==> config.mk <==
export PLATFORM = sky130hd
export DESIGN_NAME = puf_eval_sequencer_flat
export DESIGN_NICKNAME = d
export VERILOG_FILES = /design/src/rtl/puf_eval_sequencer_if.sv /design/src/rtl/puf_eval_sequencer.sv /design/src/flat_wrapper.sv
export SDC_FILE = /design/constraint.sdc
export NUM_CORES = 1
export LEC_CHECK = 0
export CAP_MARGIN = 20
export CORE_AREA = 3 3 69 71
export DETAILED_ROUTE_END_ITERATION = 8
export DIE_AREA = 0 0 72 74
export GPL_ROUTABILITY_DRIVEN = 0
export PLACE_DENSITY = 0.84
export SYNTH_ARGS = -nofsm -noshare
export SYNTH_HDL_FRONTEND = slang
export SYNTH_SLANG_ARGS = --single-unit
==> constraint.sdc <==
create_clock -name clk -period 3.1 [get_ports clk]
set_input_delay 0.775 -clock clk [delete_from_list [all_inputs] [get_ports clk]]
set_output_delay 0.775 -clock clk [all_outputs]
set_load 0.03 [all_outputs]
==> src/rtl/puf_eval_sequencer_if.sv <==
// -----------------------------------------------------------------------------
// puf_eval_sequencer_if
//
// Groups the signals between the PUF evaluation sequencer and the RO counter
// pair / challenge mux, together with the response outputs.
//
//   clr        sequencer -> counters  counter clear request
//   clr_done   counters  -> sequencer clear complete acknowledge
//   ro_en      sequencer -> counters  oscillator/counter enable
//   chal_q     sequencer -> mux       latched challenge (RO select)
//   cnt_a      counters  -> sequencer RO counter A value
//   cnt_b      counters  -> sequencer RO counter B value
//   resp       sequencer -> user      response bit (cnt_a > cnt_b)
//   resp_valid sequencer -> user      one-cycle pulse when resp is updated
//   tie        sequencer -> user      counts were equal in the last compare
//
// Modports: master = sequencer side, slave = counter/consumer side.
// -----------------------------------------------------------------------------
interface puf_eval_sequencer_if #(
    parameter int CHAL_W = 8,
    parameter int CNT_W  = 16
);
    logic              clr;
    logic              clr_done;
    logic              ro_en;
    logic [CHAL_W-1:0] chal_q;
    logic [CNT_W-1:0]  cnt_a;
    logic [CNT_W-1:0]  cnt_b;
    logic              resp;
    logic              resp_valid;
    logic              tie;

    modport master (
        output clr, ro_en, chal_q, resp, resp_valid, tie,
        input  clr_done, cnt_a, cnt_b
    );

    modport slave (
        input  clr, ro_en, chal_q, resp, resp_valid, tie,
        output clr_done, cnt_a, cnt_b
    );
endinterface

==> src/rtl/puf_eval_sequencer.sv <==
// -----------------------------------------------------------------------------
// puf_eval_sequencer
//
// Sequences one ring-oscillator PUF evaluation per challenge: detects a new
// challenge or a button press, clears the RO counters through a clr/clr_done
// handshake, lets the oscillators settle, enables them for a fixed window,
// then compares the two counts and emits a response bit with a valid pulse.
//
// Ports:
//   clk        in   system clock
//   rst_n      in   asynchronous active-low reset
//   chal       in   challenge from switches (quasi-static)
//   btn        in   raw re-evaluate button (asynchronous)
//   bus        --   puf_eval_sequencer_if.master: clr, clr_done, ro_en,
//                   chal_q, cnt_a, cnt_b, resp, resp_valid, tie
//   busy       out  high in any state other than IDLE
//   err        out  sticky clr_done timeout flag, cleared only by reset
//
// Optional feature (macro PUF_RESP_ACCUM_EN):
//   resp_word  out  [7:0] shift register of the last responses (newest in LSB)
//   word_valid out  one-cycle pulse, one cycle after every 8th resp_valid
// -----------------------------------------------------------------------------
module puf_eval_sequencer #(
    parameter int CHAL_W     = 8,
    parameter int CNT_W      = 16,
    parameter int SETTLE_CYC = 4,
    parameter int WINDOW_CYC = 1000,
    parameter int CLR_TMO    = 255
) (
    input  logic                clk,
    input  logic                rst_n,
    input  logic [CHAL_W-1:0]   chal,
    input  logic                btn,
    puf_eval_sequencer_if.master bus,
    output logic                busy,
    output logic                err
`ifdef PUF_RESP_ACCUM_EN
    ,
    output logic [7:0]          resp_word,
    output logic                word_valid
`endif
);

    // One shared timer serves the clear timeout, settle and run windows, so
    // it must hold the largest of the three counts.
    localparam int TMR_MAX =
        (WINDOW_CYC > CLR_TMO)
            ? ((WINDOW_CYC > SETTLE_CYC) ? WINDOW_CYC : SETTLE_CYC)
            : ((CLR_TMO    > SETTLE_CYC) ? CLR_TMO    : SETTLE_CYC);
    localparam int TMR_W = $clog2(TMR_MAX + 1);

    localparam logic [TMR_W-1:0] TMO_LAST    = TMR_W'(CLR_TMO - 1);
    localparam logic [TMR_W-1:0] SETTLE_LAST = TMR_W'(SETTLE_CYC - 1);
    localparam logic [TMR_W-1:0] WINDOW_LAST = TMR_W'(WINDOW_CYC - 1);

    typedef enum logic [2:0] {
        IDLE,
        CLEAR,
        SETTLE,
        RUN,
        COMPARE,
        DONE
    } state_t;

    state_t             state, state_d;
    logic [TMR_W-1:0]   tmr, tmr_d;
    logic               clr_r, clr_d;
    logic               ro_en_r, ro_en_d;
    logic [CHAL_W-1:0]  chal_q_r, chal_q_d;
    logic               resp_r, resp_d;
    logic               tie_r, tie_d;
    logic               resp_valid_r, resp_valid_d;
    logic               err_r, err_d;
    logic               pending, pending_d;

    logic [CNT_W-1:0]   cnt_a;
    logic [CNT_W-1:0]   cnt_b;

    // Input conditioning
    logic               btn_meta, btn_sync, btn_prev;
    logic               btn_rise;
    logic [CHAL_W-1:0]  last_chal;
    logic               init;
    logic               trigger;

    assign cnt_a = bus.cnt_a;
    assign cnt_b = bus.cnt_b;

    // -------------------------------------------------------------------------
    // Button synchronizer, edge detect and challenge-change detection.
    // The first clock after reset only captures the switches so that the
    // power-on challenge does not look like a change.
    // -------------------------------------------------------------------------
    always_ff @(posedge clk or negedge rst_n) begin
        if (!rst_n) begin
            btn_meta  <= 1'b0;
            btn_sync  <= 1'b0;
            btn_prev  <= 1'b0;
            last_chal <= '0;
            init      <= 1'b0;
        end else begin
            // NOTE: non-blocking assignments let every flop sample the
            // pre-edge value of its neighbour, which is what makes this a
            // real two-stage synchronizer rather than a single wire.
            btn_meta <= btn;
            btn_sync <= btn_meta;
            btn_prev <= btn_sync;
            if (!init) begin
                last_chal <= chal;
                init      <= 1'b1;
            end else if (trigger) begin
                last_chal <= chal;
            end
        end
    end

    assign btn_rise = btn_sync & ~btn_prev;
    // A challenge change coinciding with a button edge is one trigger.
    assign trigger  = init & ((chal != last_chal) | btn_rise);

    // -------------------------------------------------------------------------
    // FSM state and registered outputs
    // -------------------------------------------------------------------------
    always_ff @(posedge clk or negedge rst_n) begin
        if (!rst_n) begin
            state        <= IDLE;
            tmr          <= '0;
            clr_r        <= 1'b0;
            ro_en_r      <= 1'b0;
            chal_q_r     <= '0;
            resp_r       <= 1'b0;
            tie_r        <= 1'b0;
            resp_valid_r <= 1'b0;
            err_r        <= 1'b0;
            pending      <= 1'b0;
        end else begin
            state        <= state_d;
            tmr          <= tmr_d;
            clr_r        <= clr_d;
            ro_en_r      <= ro_en_d;
            chal_q_r     <= chal_q_d;
            resp_r       <= resp_d;
            tie_r        <= tie_d;
            resp_valid_r <= resp_valid_d;
            err_r        <= err_d;
            pending      <= pending_d;
        end
    end

    // -------------------------------------------------------------------------
    // FSM next state / next outputs
    // -------------------------------------------------------------------------
    always_comb begin
        // NOTE: every signal driven here gets its hold value first, so no
        // branch can leave one unassigned and infer a latch.
        state_d      = state;
        tmr_d        = tmr;
        clr_d        = clr_r;
        ro_en_d      = ro_en_r;
        chal_q_d     = chal_q_r;
        resp_d       = resp_r;
        tie_d        = tie_r;
        resp_valid_d = 1'b0;
        err_d        = err_r;
        // Triggers that arrive mid-evaluation collapse into one pending flag.
        pending_d    = pending | (trigger & (state != IDLE));

        unique case (state)
            IDLE: begin
                if (trigger || pending) begin
                    chal_q_d  = chal;
                    pending_d = 1'b0;
                    clr_d     = 1'b1;
                    tmr_d     = '0;
                    state_d   = CLEAR;
                end
            end

            CLEAR: begin
                if (bus.clr_done) begin
                    clr_d   = 1'b0;
                    tmr_d   = '0;
                    state_d = SETTLE;
                end else if (tmr == TMO_LAST) begin
                    // Counter block never acknowledged: abandon this
                    // evaluation without producing a response.
                    clr_d   = 1'b0;
                    err_d   = 1'b1;
                    tmr_d   = '0;
                    state_d = IDLE;
                end else begin
                    tmr_d = tmr + TMR_W'(1);
                end
            end

            SETTLE: begin
                if (tmr == SETTLE_LAST) begin
                    ro_en_d = 1'b1;
                    tmr_d   = '0;
                    state_d = RUN;
                end else begin
                    tmr_d = tmr + TMR_W'(1);
                end
            end

            RUN: begin
                if (tmr == WINDOW_LAST) begin
                    ro_en_d = 1'b0;
                    tmr_d   = '0;
                    state_d = COMPARE;
                end else begin
                    tmr_d = tmr + TMR_W'(1);
                end
            end

            COMPARE: begin
                // ro_en dropped one cycle ago, so the counts are frozen.
                // A tie yields resp=0 because the compare is strict.
                resp_d       = (cnt_a > cnt_b);
                tie_d        = (cnt_a == cnt_b);
                resp_valid_d = 1'b1;
                state_d      = DONE;
            end

            DONE: begin
                state_d = IDLE;
            end

            default: begin
                state_d = IDLE;
            end
        endcase
    end

    assign bus.clr        = clr_r;
    assign bus.ro_en      = ro_en_r;
    assign bus.chal_q     = chal_q_r;
    assign bus.resp       = resp_r;
    assign bus.tie        = tie_r;
    assign bus.resp_valid = resp_valid_r;
    assign busy           = (state != IDLE);
    assign err            = err_r;

`ifdef PUF_RESP_ACCUM_EN
    // -------------------------------------------------------------------------
    // Response accumulator: packs eight consecutive responses into a byte.
    // -------------------------------------------------------------------------
    logic [2:0] bit_cnt;

    always_ff @(posedge clk or negedge rst_n) begin
        if (!rst_n) begin
            resp_word  <= '0;
            word_valid <= 1'b0;
            bit_cnt    <= '0;
        end else begin
            word_valid <= 1'b0;
            if (resp_valid_r) begin
                resp_word  <= {resp_word[6:0], resp_r};
                bit_cnt    <= bit_cnt + 3'd1;
                word_valid <= (bit_cnt == 3'd7);
            end else if (btn_rise && (state == IDLE)) begin
                // Lets the user realign the byte boundary.
                bit_cnt <= '0;
            end
        end
    end
`endif

endmodule
==> src/flat_wrapper.sv <==
// flat-port wrapper written by rule: the top's interface ports become plain ports
module puf_eval_sequencer_flat 
#(
    parameter int CHAL_W     = 8,
    parameter int CNT_W      = 16,
    parameter int SETTLE_CYC = 4,
    parameter int WINDOW_CYC = 1000,
    parameter int CLR_TMO    = 255
)
  (clk, rst_n, chal, btn, busy, err, bus_clr, bus_ro_en, bus_chal_q, bus_resp, bus_resp_valid, bus_tie, bus_clr_done, bus_cnt_a, bus_cnt_b);
  puf_eval_sequencer_if #(.CHAL_W(CHAL_W), .CNT_W(CNT_W)) bus_i ();
  input  logic clk;
  input  logic rst_n;
  input  logic [CHAL_W-1:0] chal;
  input  logic btn;
  output logic busy;
  output logic err;
  output wire logic [$bits(bus_i.clr)-1:0] bus_clr;
  output wire logic [$bits(bus_i.ro_en)-1:0] bus_ro_en;
  output wire logic [$bits(bus_i.chal_q)-1:0] bus_chal_q;
  output wire logic [$bits(bus_i.resp)-1:0] bus_resp;
  output wire logic [$bits(bus_i.resp_valid)-1:0] bus_resp_valid;
  output wire logic [$bits(bus_i.tie)-1:0] bus_tie;
  input wire logic [$bits(bus_i.clr_done)-1:0] bus_clr_done;
  input wire logic [$bits(bus_i.cnt_a)-1:0] bus_cnt_a;
  input wire logic [$bits(bus_i.cnt_b)-1:0] bus_cnt_b;
  assign bus_clr = bus_i.clr;
  assign bus_ro_en = bus_i.ro_en;
  assign bus_chal_q = bus_i.chal_q;
  assign bus_resp = bus_i.resp;
  assign bus_resp_valid = bus_i.resp_valid;
  assign bus_tie = bus_i.tie;
  assign bus_i.clr_done = bus_clr_done;
  assign bus_i.cnt_a = bus_cnt_a;
  assign bus_i.cnt_b = bus_cnt_b;
  puf_eval_sequencer #(.CHAL_W(CHAL_W), .CNT_W(CNT_W), .SETTLE_CYC(SETTLE_CYC), .WINDOW_CYC(WINDOW_CYC), .CLR_TMO(CLR_TMO)) u_core (.clk(clk), .rst_n(rst_n), .chal(chal), .btn(btn), .bus(bus_i), .busy(busy), .err(err));
endmodule
# ---- After elaboration in Yosys (flattened, before gate mapping)
# Cells that the tools add are included.
dict set report op_classes {
  addsub 1
  order_cmp 1
  eq_ne 14
  muxes 24
  n_bitwise 7
  reduce_logical 12
}
# cell n
set ops {}
lappend ops {{10-bit 2-to-1 mux} 5}
lappend ops {{10-bit case mux with 4 select lines} 1}
lappend ops {{16-bit equality test} 1}
lappend ops {{16-bit > comparator} 1}
lappend ops {{8-bit 2-to-1 mux} 2}
lappend ops {{3-bit 2-to-1 mux} 5}
lappend ops {{3-bit case mux with 5 select lines} 1}
lappend ops {{10-bit by 1-bit adder with 10-bit output (second input constant)} 1}
lappend ops {{10-bit equality test (second input constant)} 1}
lappend ops {{10-bit by 2-bit equality test with 1-bit output (second input constant)} 1}
lappend ops {{10-bit by 8-bit equality test with 1-bit output (second input constant)} 1}
lappend ops {{3-bit AND reduction} 3}
lappend ops {{1-bit 2-to-1 mux} 8}
lappend ops {{8-bit inequality test} 1}
lappend ops {{3-bit by 2-bit equality test with 1-bit output (second input constant)} 2}
lappend ops {{2-bit by 1-bit inequality test with 1-bit output (second input constant)} 3}
lappend ops {{1-bit case mux with 2 select lines} 2}
lappend ops {{2-bit AND reduction} 2}
lappend ops {{4-bit AND reduction} 1}
lappend ops {{2-bit nonzero test} 2}
lappend ops {{4-bit nonzero test} 1}
lappend ops {{1-bit AND} 3}
lappend ops {{3-bit by 1-bit equality test with 1-bit output (second input constant)} 1}
lappend ops {{3-bit equality test (second input constant)} 1}
lappend ops {{7 further kinds} 9}
dict set report word_totals {
  regBits 40
  in_bits 44
  output_inout_bits 15
}

# ---- Depth between registers and ports, before layout
# Gate-level depths: netlist (run 1).
dict set report logic_depth {
  depth_word 8
  depth_mapped 9
  ltp_nobuf 8
}

# ---- Worst setup path before layout (run 1)
# Ideal clock, no wire load.
dict set report synth_path {
  path_type {input -> register}
  start {input port bus_cnt_b[9]}
  end {register u_core.resp_r (netlist: u_core.bus.resp)}
  setup_ns 0.139
  arrival_time_ns 2.021
  required_ns 2.961
  setup_slack_ns 0.941
  path_stages 8
  n_path_buf 0
  path_cell_list {inv_1 ha_1 a21o_1 a21o_1 a21oi_1 nor2_1 a2111oi_0 a21oi_1}
}
dict set report synth_via {
  elab_chain_len 1
}
# element line_no
set synth_lines {}
lappend synth_lines {{start, declared} flat_wrapper.sv:26} ;# input wire logic [$bits(bus_i.cnt_b)-1:0] bus_cnt_b;
lappend synth_lines {{16-bit > comparator} puf_eval_sequencer.sv:219} ;# resp_d = (cnt_a > cnt_b);
lappend synth_lines {{end signal, assigned} puf_eval_sequencer.sv:142} ;# resp_r <= resp_d;
lappend synth_lines {{end, declared} puf_eval_sequencer.sv:70} ;# logic resp_r, resp_d;
# No other way between the ends.
# A chain may end at the register's enable or synchronous reset.

# ---- Worst setup path after layout (run 1)
dict set report layout_path {
  start {input port chal[0]}
  end {register u_core.chal_q_r[4] (netlist: u_core.bus.chal_q[4])}
}
dict set report layout_via {
  elab_chain_len 5
}
# element line_no
set layout_lines {}
lappend layout_lines {{start, declared} flat_wrapper.sv:14} ;# input logic [CHAL_W-1:0] chal;
lappend layout_lines {{8-bit inequality test} puf_eval_sequencer.sv:119} ;# assign trigger = init & ((chal != last_chal) | btn_rise);
lappend layout_lines {{1-bit OR} puf_eval_sequencer.sv:119}
lappend layout_lines {{1-bit AND} puf_eval_sequencer.sv:119}
lappend layout_lines {{1-bit logical OR} puf_eval_sequencer.sv:170} ;# if (trigger || pending) begin
lappend layout_lines {{2-bit AND reduction (no source line)} --}
lappend layout_lines {{end signal, assigned} puf_eval_sequencer.sv:141} ;# chal_q_r <= chal_q_d;
lappend layout_lines {{end, declared} puf_eval_sequencer.sv:69} ;# logic [CHAL_W-1:0] chal_q_r, chal_q_d;
# No other way between the ends.

==> results of run 1 <==
==> Yosys cell counts, drive strengths merged (2+ instances only) <==
cell type,count
dfrtp,40
inv,23
ha,18
a21o,15
o21ai,15
nor2,10
clkbuf,9
nand2,9
nor3b,9
mux2,8
a21oi,7
nand4,6
xnor2,6
and3,5
nand3,5
nor4,4
buf,3
nor2b,3
nor3,3
o31ai,2
or3,2
xor2,2
==> metrics by stage <==
stage | util, % | cells | setup slack (ps)
floorplan | - | 217 | 941
global placement | 64.9 | 317 | 285
detailed placement | 64.9 | 317 | 204
CTS | 67.9 | 324 | 504
global route | 67.9 | 324 | 377
finish | 67.9 | 324 | 515
==> worst max-delay path by stage <==
stage | cells after the start | endpoint | startpoint
after floorplan | 8 | u_core.bus.resp$_DFFE_PN0P_ | bus_cnt_b[9]
after global placement | 7 | u_core.bus.chal_q[7]$_DFFE_PN0P_ | chal[0]
after detailed placement | 7 | u_core.bus.chal_q[4]$_DFFE_PN0P_ | chal[0]
after CTS | 2 | busy | u_core.state[1]$_DFFE_PN0P_
after global routing | 7 | u_core.bus.chal_q[1]$_DFFE_PN0P_ | chal[0]
final | 7 | u_core.bus.chal_q[4]$_DFFE_PN0P_ | chal[0]
==> per-layer routing <==
layer / share of wire [%] / routed length [um] / GRT usage, % / vias to the layer above
met2: 52 / 2320 / 32.7 / 46
met4: 1.3 / 56 / 5.64 / 0
li1: - / - / - / 858
met1: 41 / 1860 / 20.9 / 838
met3: 5.4 / 241 / 6.76 / 8
met5: 0 / 0 / 0 / -
==> where the power goes <==
group	switching [W]	total, W	internal [W]
combinational	0.0000608	0.000147	0.0000866
clock	0.000173	0.000489	0.000317
sequential	0.00000594	0.000541	0.000535
==> area by class of cell <==
class | count | share of cell area, %
Inverter | 23 | 2.96
Sequential cell | 40 | 34.3
Clock buffer | 5 | 2.36
Clock inverter | 2 | 2.06
Multi-Input combinational cell | 142 | 35.8
Tap cell | 52 | 2.23
Timing Repair Buffer | 60 | 20.3
==> flip-flops by register name (all words and copies together) (netlist names) <==
| name | count |
|---|---|
| u_core.btn_meta | 1 |
| u_core.btn_prev | 1 |
| u_core.btn_sync | 1 |
| u_core.bus.chal_q | 8 |
| u_core.bus.clr | 1 |
| u_core.bus.resp | 1 |
| u_core.bus.resp_valid | 1 |
| u_core.bus.ro_en | 1 |
| u_core.bus.tie | 1 |
| u_core.err | 1 |
| u_core.init | 1 |
| u_core.last_chal | 8 |
| u_core.pending | 1 |
| u_core.state | 3 |
| u_core.tmr | 10 |
==> cell families after synthesis <==
family	Yosys count	synth area share [%]
buf+inv	35	6.58
flops	40	45.8
fa+ha+maj	18	10.3
other cells	1	0.171
compound gates	46	13.7
xor+xnor	8	3.20
simple gates	60	15.7
mux	9	4.58
==> placed cells by master (no fill, tap or decap), types with 2 or more instances in the layout <==
| cell | Yosys | routed |
|---|---|---|
| o31ai_1 | 2 | 2 |
| nor3b_1 | 9 | 9 |
| or3_1 | 2 | 2 |
| a21o_1 | 15 | 15 |
| o21ai_1 | 10 | 10 |
| nor3_1 | 3 | 3 |
| inv_1 | 23 | 23 |
| buf_4 | 1 | 2 |
| nor4_1 | 3 | 3 |
| dfrtp_1 | 40 | 40 |
| nand4_1 | 6 | 6 |
| ha_1 | 18 | 18 |
| clkdlybuf4s50_1 | 0 | 57 |
| and3_1 | 4 | 4 |
| o21ai_0 | 4 | 4 |
| clkbuf_8 | 0 | 5 |
| nand3_1 | 5 | 5 |
| xor2_1 | 2 | 2 |
| xnor2_1 | 6 | 6 |
| bufinv_16 | 0 | 2 |
| a21oi_1 | 7 | 7 |
| nor2_1 | 10 | 10 |
| nand2_1 | 9 | 9 |
| nor2b_1 | 3 | 3 |
| mux2_2 | 8 | 8 |
==> key figures, run 1 <==
Route
  – Via count: 1750
  – DRC: 0
  – Per-cell routed wire length: 13.8 um
  – Via density: 5.40
  – Detail Route Antenna Nets: 0
  – Final WL: 4.48 mm
  – Initial DRC count: 118
  – Drt pass-1 iters: 4

Clock network
  – Postcts setup bufs: 0
  – # H-tree levels: 2
  – Worst-Skew Late Latency: 290 ps
  – Hold buffer count at CTS: 0
  – Clk pin slew, worst setup/hold paths: 70 ps
  – CTS Buf Count: 5
  – CTS tree: done
  – CTS Sinks: 40
  – PostCTS Resize Cnt: 0
  – CTS Root Cell: clkbuf_8
  – Max Root-Sink Buffers: 2

Status
  – Outcome: complete, no violations

Setup path
  – CP bufs+invs: 1
  – Reg2Reg Depth: 7
  – Critical path's top delay family: simple AND/OR/NAND/NOR gates
  – Worst path arrival time: 2760 ps
  – Crit-path max FO: 9
  – R2r endpoint: u_core.tmr[3]$_DFFE_PN0P_
  – Worst reg2reg startpoint: u_core.tmr[6]$_DFFE_PN0P_
  – CP max stage cell: clkdlybuf4s50_1
  – Slowest stage delay, CP: 500 ps
  – Worst path cell trace: clkdlybuf4s50_1 > xnor2_1 > o21ai_0 > nor4_1 > a21oi_1 > nand2b_1 > mux2_2
  – CP startpoint kind: primary input
  – Crit. End Element: flip-flop
  – Worst R2R Setup Slack: 730 ps
  – WS Path Type: primary input to flip-flop
  – Worst path required time: 3280 ps

Synth
  – Number of enable flip-flop cells after synthesis: 0
  – Register area share after synthesis: 45.8%
  – Synth unique cells: 41
  – Post-Syn Area: 0.00219 mm^2
  – Seq cells post-synth: 40
  – Area contributors post-synth: dfrtp_1, ha_1, a21o_1
  – Syn. warnings: 0
  – Synth top area share: 45.8%
  – Avg Inst Size Synth: 10.1 um^2
  – Synth area leader: dfrtp_1
  – Synthesized instance count: 217
  – Syn_nets: 279
  – Asr flop ratio synth: 100%
  – Most used DFF post-synth: dfrtp_1

GRT
  – Initial antenna violation count: 0
  – Grt total ovfl: 0
  – GRT Total Usage: 18.4%
  – Vias in the first global route: 1797
  – Largest net degree at the start of global routing: 41
  – First-pass GRT wire length: 7.72 mm

Timing
  – Min Hold Slack: 353 ps
  – RSZ-0062 raised after global routing: false
  – Clock Skew: 4.89 ps
  – Final Hold Vio Count: 0
  – Setup violators final: 0
  – Setup_tns: 0 ps
  – Period utilization: 83.4%
  – Slew Limit Fails: 0
  – Tmin final: 2580 ps
  – Worst-Margin Slew: 862 ps
  – Max Fclk: 0.387 GHz
  – Max-Slew Margin vs Limit: 42.5%

Floorplanning
  – Chip width: 72 um
  – Vert. Die Dim: 74 um
  – Number of I/O pins: 59
  – Initial Util: 50.9%
  – Die area: 0.00533 mm^2
  – CORE AREA: 0.00429 mm^2
  – Std-Cell Rows: 24

Final layout
  – Area grow syn2layout: 33.2%
  – Area of the multi-input gates: 0.00104 mm^2
  – N_diodes: 0
  – # nets final: 334
  – Proportion of layout cells with a drive suffix above 1: 8.82%
  – Fin area: 0.00291 mm^2
  – Sequential Area: 0.00100 mm^2
  – Fillcell total: 340

Power
  – LEAKAGE: 1.37 nW
  – VDD IR-drop max: 0.372 mV
  – Power, Total: 0.00118 W
  – Pwr per Cell Area: 404 mW/mm^2

Min path
  – Worst min-delay path class: flip-flop to flip-flop
  – Hold Crit Depth: 0
  – Hold Path End: u_core.btn_sync$_DFF_PN0_
  – HP Start: u_core.btn_meta$_DFF_PN0_

Job
  – Max-cap viol count: 0

Placed design
  – PortBufs: 58
  – Detail Placement HPWL: 3.43 mm
  – Dpl cell area: 0.00279 mm^2
Power figures use the tool's default switching activity.
==> run 2, diff against run 1 <==
--- a/config.mk
+++ b/config.mk
@@ -6,11 +6,11 @@
 export NUM_CORES = 1
 export LEC_CHECK = 0
 export CAP_MARGIN = 20
-export CORE_AREA = 3 3 69 71
+export CORE_AREA = 3 3 72 74
 export DETAILED_ROUTE_END_ITERATION = 8
-export DIE_AREA = 0 0 72 74
+export DIE_AREA = 0 0 75 77
 export GPL_ROUTABILITY_DRIVEN = 0
-export PLACE_DENSITY = 0.84
+export PLACE_DENSITY = 0.78
 export SYNTH_ARGS = -nofsm -noshare
 export SYNTH_HDL_FRONTEND = slang
 export SYNTH_SLANG_ARGS = --single-unit
==> constraint.sdc (replaced) <==
create_clock -name clk -period 2.55 [get_ports clk]
set_input_delay 0.6375 -clock clk [delete_from_list [all_inputs] [get_ports clk]]
set_output_delay 0.6375 -clock clk [all_outputs]
set_load 0.03 [all_outputs]
==> key figures, run 2 (synthesis results as in run 1) <==
Final layout
  – Max FFs per register: 10
  – Area grow syn2layout: 35.6%
  – N_diodes: 0
  – Most common cell after layout, fill and taps aside: clkdlybuf4s50_1
  – Proportion of layout cells with a drive suffix above 1: 11.1%
  – # nets final: 340
  – Most flops, register: u_core.tmr
  – Commonest cells after routing, fill and taps aside: clkdlybuf4s50_1, dfrtp_1, inv_1

Setup path
  – CP bufs+invs: 1
  – WP depth: 2
  – Crit-path max FO: 9
  – CP max stage cell: clkdlybuf4s50_1
  – Worst path arrival time: 1820 ps
  – Worst path cell trace: or3_1 > clkdlybuf4s50_1
  – Worst path required time: 1910 ps
  – WS Path Type: flip-flop to output port
  – Critical path's top delay family: buffers and inverters
  – Crit. End Element: output port
  – Slowest stage delay, CP: 610 ps
  – Reg2Reg Depth: 7
  – CP startpoint kind: flip-flop

GRT
  – GRT Total Usage: 16.8%
  – Initial antenna violation count: 0
  – Grt total ovfl: 0
  – First-pass GRT wire length: 7.69 mm
  – Vias in the first global route: 1790
  – Largest net degree at the start of global routing: 41

Clock network
  – Hold buffer count at CTS: 0
  – Clk pin slew, worst setup/hold paths: 80 ps
  – # H-tree levels: 2
  – Worst-Skew Late Latency: 290 ps
  – PostCTS Resize Cnt: 0
  – Max Root-Sink Buffers: 2
  – CTS tree: done
  – CTS Sinks: 40
  – CTS Root Cell: clkbuf_8
  – CTS Buf Count: 5
  – Postcts setup bufs: 0

Min path
  – Worst min-delay path class: flip-flop to flip-flop
  – Hold Crit Depth: 0

Power
  – VDD IR-drop max: 0.375 mV
  – LEAKAGE: 1.40 nW
  – Pwr per Cell Area: 462 mW/mm^2

Timing
  – Slew Limit Fails: 0
  – Max Fclk: 0.407 GHz
  – RSZ-0062 raised after global routing: false
  – Clock Skew: 5.39 ps
  – Tmin final: 2460 ps
  – Worst-Margin Slew: 851 ps
  – Period utilization: 96.3%
  – Final Hold Vio Count: 0
  – PnR worst setup slack: 94.9 ps
  – Setup_tns: 0 ps
  – Setup violators final: 0
  – Max-Slew Margin vs Limit: 43.2%

Route
  – Final WL: 4.39 mm
  – Per-cell routed wire length: 13.2 um
  – Initial DRC count: 97
  – DRC: 0
  – Via density: 5.23
  – Detail Route Antenna Nets: 0
  – Via count: 1740
  – Drt pass-1 iters: 4

Status
  – Outcome: complete, no violations

Floorplanning
  – Chip width: 75 um
  – Vert. Die Dim: 77 um
  – Initial Util: 46.9%
  – CORE AREA: 0.00466 mm^2
  – Number of I/O pins: 59
  – Die area: 0.00578 mm^2
  – Std-Cell Rows: 25

Placed design
  – Detail Placement HPWL: 3.43 mm
  – PortBufs: 58
  – Dpl ws: -82.4 ps

Job
  – Max-cap viol count: 0
run 2: final timing paths:
| check | startpoint | endpoint | slack, ps |
|---|---|---|---|
| hold / removal | u_core.btn_meta$_DFF_PN0_ | u_core.btn_sync$_DFF_PN0_ | 350 |
| max in group asynchronous | rst_n | u_core.tmr[2]$_DFFE_PN0P_ | 1570 |
| setup reg to reg | u_core.tmr[6]$_DFFE_PN0P_ | u_core.tmr[4]$_DFFE_PN0P_ | 500 |
| setup / recovery | u_core.state[1]$_DFFE_PN0P_ | busy | 90 |
| hold reg to reg | u_core.btn_meta$_DFF_PN0_ | u_core.btn_sync$_DFF_PN0_ | 350 |
| min in group asynchronous | rst_n | u_core.tmr[8]$_DFFE_PN0P_ | 450 |
run 2: metrics by stage:
stage	power (W)	utilization (%)	instances	area, um^2	hold WS (ps)
2_1_floorplan	0.000746	-	217	2190	331
3_3_place_gp	0.000848	61.0	325	2850	335
3_5_place_dp	0.000853	61.0	325	2850	335
4_1_cts	0.00139	63.7	333	2970	353
5_1_grt	0.00144	63.7	333	2970	390
6_report	0.00137	63.7	333	2970	351
run 2: power by group:
part | switching (W) | total, W | internal (W)
Sequential | 0.00000736 | 0.000657 | 0.000650
Combinational | 0.0000733 | 0.000179 | 0.000106
Clock | 0.000215 | 0.000535 | 0.000320
Total | 0.000296 | 0.00137 | 0.00108
run 2: layout make-up:
cell class	count	area (um^2)
timing repair buffer	66	648
inverter	23	86.3
tap	54	67.6
clock buffer	6	82.6
clock inverter	2	38.8
multi-input combinational	142	1040
sequential	40	1000
fill	375	1690
run 2: per-layer routing:
layer	up-vias	part of all wire, %	GRT usage [%]
li1	870	-	-
met1	826	43	20.6
met2	40	51	28.9
met3	4	4.4	3.67
met4	0	0.87	4.80
met5	-	0	0
